## src/rtl/apb_slave_mem.sv

```systemverilog
// APB3 completer backed by a word-addressed register file: WAIT_CYCLES+2 cycles per transfer.
// PREADY stays low for WAIT_CYCLES access cycles; dropping PSEL mid-access abandons the transfer.
module apb_slave_mem #(
  parameter int ADDR_WIDTH  = 8,
  parameter int DATA_WIDTH  = 32,
  parameter int DEPTH       = 64,
  parameter int WAIT_CYCLES = 1
) (
  input  logic                    PCLK,
  input  logic                    PRESET,
  input  logic                    PSEL,
  input  logic                    PENABLE,
  input  logic                    PWRITE,
  input  logic [ADDR_WIDTH-1:0]   PADDR,
  input  logic [DATA_WIDTH-1:0]   PWDATA,
  input  logic [DATA_WIDTH/8-1:0] PSTRB,
  output logic [DATA_WIDTH-1:0]   PRDATA,
  output logic                    PREADY,
  output logic                    PSLVERR
);

  localparam int IDX_W  = ADDR_WIDTH - 2;
  localparam int MEM_AW = (DEPTH > 1) ? $clog2(DEPTH) : 1;
  localparam int NB     = DATA_WIDTH / 8;

  typedef enum logic {IDLE, ACCESS} state_t;

  state_t                state, state_nxt;
  logic [3:0]            wait_cnt;
  logic                  wr_q, err_q;
  logic [MEM_AW-1:0]     idx_q;
  logic [DATA_WIDTH-1:0] wdata_q;
  logic [NB-1:0]         strb_q;
  logic [DATA_WIDTH-1:0] rdata_q;
  logic [DATA_WIDTH-1:0] mem [DEPTH];

  logic [IDX_W-1:0]      idx;
  logic [MEM_AW-1:0]     mem_idx;
  logic                  err;
  logic                  setup;
  logic                  complete;

  assign idx      = PADDR[ADDR_WIDTH-1:2];
  assign mem_idx  = idx[MEM_AW-1:0];
  assign err      = (PADDR[1:0] != 2'b00) || (32'(idx) >= 32'(DEPTH));
  assign setup    = (state == IDLE) && PSEL && !PENABLE;
  assign complete = (state == ACCESS) && PSEL && PENABLE && PREADY;

  always_ff @(posedge PCLK) begin
    if (PRESET) state <= IDLE;
    else        state <= state_nxt;
  end

  always_comb begin
    state_nxt = state;
    case (state)
      IDLE:    if (setup) state_nxt = ACCESS;
      ACCESS:  if (!PSEL || (PENABLE && PREADY)) state_nxt = IDLE;
      default: state_nxt = IDLE;
    endcase
  end

  always_comb begin
    PREADY  = (state == ACCESS) && (wait_cnt == 4'd0);
    PSLVERR = PREADY && err_q;
    PRDATA  = rdata_q;
  end

  // Read data is fetched at the setup edge so it is ready however short the access phase is.
  always_ff @(posedge PCLK) begin
    if (PRESET) begin
      wait_cnt <= 4'd0;
      wr_q     <= 1'b0;
      err_q    <= 1'b0;
      idx_q    <= '0;
      wdata_q  <= '0;
      strb_q   <= '0;
      rdata_q  <= '0;
    end else if (setup) begin
      wait_cnt <= 4'(WAIT_CYCLES);
      wr_q     <= PWRITE;
      err_q    <= err;
      idx_q    <= mem_idx;
      wdata_q  <= PWDATA;
      strb_q   <= PSTRB;
      if (!PWRITE) rdata_q <= err ? '0 : mem[mem_idx];
    end else if ((state == ACCESS) && PSEL && (wait_cnt != 4'd0)) begin
      wait_cnt <= wait_cnt - 4'd1;
    end
  end

  always_ff @(posedge PCLK) begin
    if (PRESET) begin
      for (int i = 0; i < DEPTH; i++) mem[i] <= '0;
    end else if (complete && wr_q && !err_q) begin
      for (int b = 0; b < NB; b++)
        if (strb_q[b]) mem[idx_q][8*b +: 8] <= wdata_q[8*b +: 8];
    end
  end

endmodule

```

## config.mk

```make
export PLATFORM = sky130hd
export DESIGN_NAME = apb_slave_mem
export DESIGN_NICKNAME = d
export VERILOG_FILES = /design/src/rtl/apb_slave_mem.sv
export SDC_FILE = /design/constraint.sdc
export NUM_CORES = 2
export LEC_CHECK = 0
export ABC_AREA = 1
export BUFFER_PORTS_ARGS = -buffer_cell sky130_fd_sc_hd__buf_4
export CAP_MARGIN = 20
export CORE_MARGIN = 2
export CORE_UTILIZATION = 30
export DETAILED_ROUTE_END_ITERATION = 7
export PLACE_DENSITY_LB_ADDON = 0.15
export SETUP_SLACK_MARGIN = 0.1
export SLEW_MARGIN = 40
export SYNTH_ARGS = -nofsm -noshare
export SYNTH_HDL_FRONTEND = slang
export SYNTH_SLANG_ARGS = --single-unit
```

## constraint.sdc

```tcl
create_clock -name PCLK -period 2.1 [get_ports PCLK]
set_input_delay 0 -clock PCLK [delete_from_list [all_inputs] [get_ports PCLK]]
set_output_delay 0 -clock PCLK [all_outputs]
set_load 0.05 [all_outputs]
```

* Yosys cells after proc, flatten, opt, wreduce, memory -nomap -nowiden *
Memory sizes are Yosys's and may differ from the RTL's.
Index checks and enable logic that the tools add are counted.

storage, ports and cells
  RAM bits = 2048
  register bits after elaboration = 81
  input bits = 49
  memories kept = 1

memories
  memory  depth  width  rd ports  clocked after memory_dff  wr ports  line  text
  mem     64     32     1         0                         64        35    logic [DATA_WIDTH-1:0] mem [DEPTH];

cells by class
  $add $sub $neg = 1
  reductions and logical operators = 22
  mux-type cells = 27
  bitwise gates (word level) = 2

operator list
  operator                                           count
  two-way mux 32 bit                                 2
  OR reduction 32 bit                                1
  two-way mux 1 bit                                  22
  logical AND 1 bit                                  11
  two-way mux 6 bit                                  1
  zero test 4 bit                                    1
  two-way mux 4 bit                                  1
  nonzero test 2 bit                                 2
  nonzero test 4 bit                                 1
  subtractor 4 x 1 -> 4 bit (second input constant)  1
  zero test 1 bit                                    3
  NOT 1 bit                                          2
  case mux 1 bit (2 select lines)                    1
  AND reduction 2 bit                                1
  OR reduction 2 bit                                 1
  logical OR 1 bit                                   1

* Depth between registers and ports, before layout *
  depth in word-level cells = 10
  depth in mapped cells = 15
  gate-level depth less buffers = 11

* Worst setup path after synthesis *
Ideal clock, no wire load.

  path kind = reg-to-reg
  from = register wait_cnt[1]
  to = memory mem[34][24], enable pin
  path slack = -503 ps
  cell stages (with the launch flop) = 11
  data arrival time = 2274 ps
  setup time = 329 ps
  path buffers = 2
  required time = 1771 ps
  path through = dfxtp_1 -> inv_1 -> ha_1 -> nand3_2 -> nor2_2 -> nand4_1 -> nor3_1 -> buf_2 -> buf_4 -> nand2_1 -> nand2_1

RTL lines
  what                    line  text
  start, declared         29    logic [3:0] wait_cnt;
  start signal, assigned  80    wait_cnt <= 4'(WAIT_CYCLES);
  start signal, assigned  88    wait_cnt <= wait_cnt - 4'd1;
  end, declared           35

==> results.txt <==
Req. time, crit path: 2.73 ns
Detailed-route vias per instance: 4.952
Commonest cells in the netlist: nand2_1 (3244), nor2_1 (2117), edfxtp_1 (2048), nand3_1 (1691), clkbuf_1 (455)
CP peak stage delay: 0.32 ns
Number of synthesized register bits: 2129
Final WL: 349.1 mm
Post-synth ARST share: 0
First-pass GRT wire length: 499.5 mm
DR iter-0 viols: 7589
Hold crit path type: input pin to flop
NumNets Final: 10890
Worst vdd ir: 0.7105 mV
Slew Limit Fails: 0
Final setup vio count: 3721
CP arrival: 3.05 ns
Grt ovf: 0
Rows: 207
Yosys top cell area share: 0.6402
Syn Inst Count: 10160
Initial antenna violation count: 18
Final Hold Fails: 0
Dpl hpwl: 236.2 mm
Chip width: 569.9 um
Initial Util: 0.3018
Critical-path top delay cell: dfxtp_2
Crit path time final: 2.415 ns
Synthesized area: 0.09607 mm2
Core area: 0.3183 mm2
RD Place Congestion: 0.8773
Post-layout util: 0.3832
Status: finished, violations left
Setup ws final: -0.3154 ns
Max Fclk: 414.0 MHz
CTS Buf Count: 241
Yosys top cell by area: edfxtp_1
Area Growth Syn to Fin: 26.96%
Port Buffer Count: 82
Vias: 75370
Most Used Layer, Global Route: met2
Worst hold slack: 0.05620 ns
Largest net degree at the start of global routing: 88
Critical Path Source Type: flop
Final clock skew: 0.07027 ns
Pwr/cell area: 814.7 mW/mm2
Max Buffers Root-to-Sink: 4
DR DRC count: 0
Share of cells above drive strength 1: 0.1619
Max-cap check violation count: 0
Ranking of synthesized cells by area: edfxtp_1 (64%), nand2_1 (13%), nand3_1 (8.8%)
CTS tree: done
Most instantiated library cell after synthesis: nand2_1
Most common cell on crit path: buf_12
Final period util: 1.150
CP Cell Sequence: inv_2 > ha_4 > nand3_4 > nor2_4 > nand4_1 > buf_12 > buf_8 > nor3_4 > buf_6 > buf_12 > clkbuf_16 > nand2_1 > nand2_1 > buf_12
CP Class: flop to flop
Die Ht: 569.9 um
Vias in the first global route: 73560
Detail Route Antenna Nets: 0
RSZ-0062 raised after global routing: true
Clk Latency, worst-skew pair: 0.94 ns
WP buf/inv: 7
Routed wire per std cell: 22.93 um
Dpl cells: 14620
IO Pins: 83
Die ar.: 0.3248 mm2
Final Power: 99360 uW
Root Buffer Master: clkbuf_16
Htree depth: 4
CP top delay family: buffers and inverters
GRT Util Overall: 0.2100
Synth Warn #: 0
GR Util met1: 0.2844
Worst-margin pin slew: 0.6827 ns
CP endpoint kind: flop
EDFF count, synth: 2048
Max-Slew Margin vs Limit: 0.5449
Yosys cell types: 27
Syn avg cell area: 9.452 um2
Post-Syn Nets: 10220
Share of the yosys chip area belonging to registers: 0.6571
Met2 usage: 0.3440
Fillers: 31300
Clock transition at path regs: 0.06 ns
Synth Flop Type: edfxtp_1
Failing checks: negative setup slack
Worst-path fanout max: 10
Sink Count: 2129
Met3 global-route usage: 0.02560
LEAKAGE: 0.04653 uW
Non-filler instance count after layout: 15220
Drt pass-1 iters: 6
flip-flops by register name (all words and copies together) (netlist names):
register / cells
strb_q: 4
PRDATA: 32
wait_cnt: 4
mem: 2048
state: 1
idx_q: 6
wr_q: 1
wdata_q: 32
err_q: 1
tightest hold or removal path: stages:
cell           delay (ns)
dlygate4sd3_1        0.53
buf_4                0.10
o21ai_0              0.14
a21oi_1              0.14
worst paths after layout:
path	startpoint	endpoint	slack [ns]	cells after the start
setup / recovery	wait_cnt[0]$_SDFFE_PP0P_	mem[15][19]$_SDFFCE_PN0P_	-0.32	14
hold / removal	PWDATA[25]	wdata_q[25]$_SDFFE_PP0P_	0.06	4
setup reg to reg	wait_cnt[0]$_SDFFE_PP0P_	mem[15][19]$_SDFFCE_PN0P_	-0.32	14
hold reg to reg	PRDATA[6]$_SDFFE_PP0P_	PRDATA[6]$_SDFFE_PP0P_	0.45	2
layer usage:
layer	part of all wire	wire length, um
met1	0.43	151700
met4	0.038	13260
met3	0.059	20470
met5	0.000077	27
met2	0.47	163600
placed cells by master (no fill, tap or decap), types with 28 or more instances in the layout:
cell           instances
nand2_1             3009
nor2_1              2095
edfxtp_1            2048
nand3_1             1691
buf_4                671
buf_12               332
clkbuf_16            255
nand2_4              142
dlygate4sd3_1        120
nand2_2              108
dfxtp_1               79
clkbuf_1              59
clkinv_2              56
nand2_8               52
a21oi_1               45
o21ai_0               44
clkinv_1              34
inv_2                 28
cells by family (layout without fill, tap and decap cells):
kind of cell	after synthesis	in the layout	share of synthesized area
flops	2129	2129	0.6571
simple gates	7133	7133	0.3029
buf+inv	807	1679	0.03488
fa+ha+maj	2	2	0.0002604
other cells	0	6	0
compound gates	93	93	0.004949
power breakdown:
group          total (uW)  switching [uW]  internal [uW]
Clock               41500           17600          23800
Combinational        9650            6570           3080
Sequential          48200             452          47800
Total               99400           24700          74700
what timing repair did:
action / CTS / global route
hold buffers: 120 / 0
endpoints found under the setup margin: 4089 / 4134
gates cloned: 8 / 8
buffers inserted: 17 / 6
gates resized for setup: 170 / 248
endpoints found under the hold margin: 114 / 0
pin swaps: 16 / 2
stage by stage:
step           setup WS, ns  setup TNS (ns)  area (um2)
2_1_floorplan       -0.2431         -366.41       96820
3_3_place_gp        -0.3540         -404.53      110700
3_5_place_dp        -0.3886         -476.14      110700
4_1_cts             -0.3054         -583.52      120700
5_1_grt             -0.3868         -942.33      122000
6_report            -0.3154         -581.59      122000
final cells by class:
type                    instances  area, um2  share of cell area
well taps                    4180       5230             0.04288
inverters                      59      270.3            0.002216
clock inverters               123       1094            0.008966
clock buffers                 317       6554             0.05374
repair buffers               1180      13900              0.1140
diodes                          6      15.01           0.0001231
multi-input cells            7228      31780              0.2605
flip-flops and latches       2129      63120              0.5176
Power figures use the tool's default switching activity.
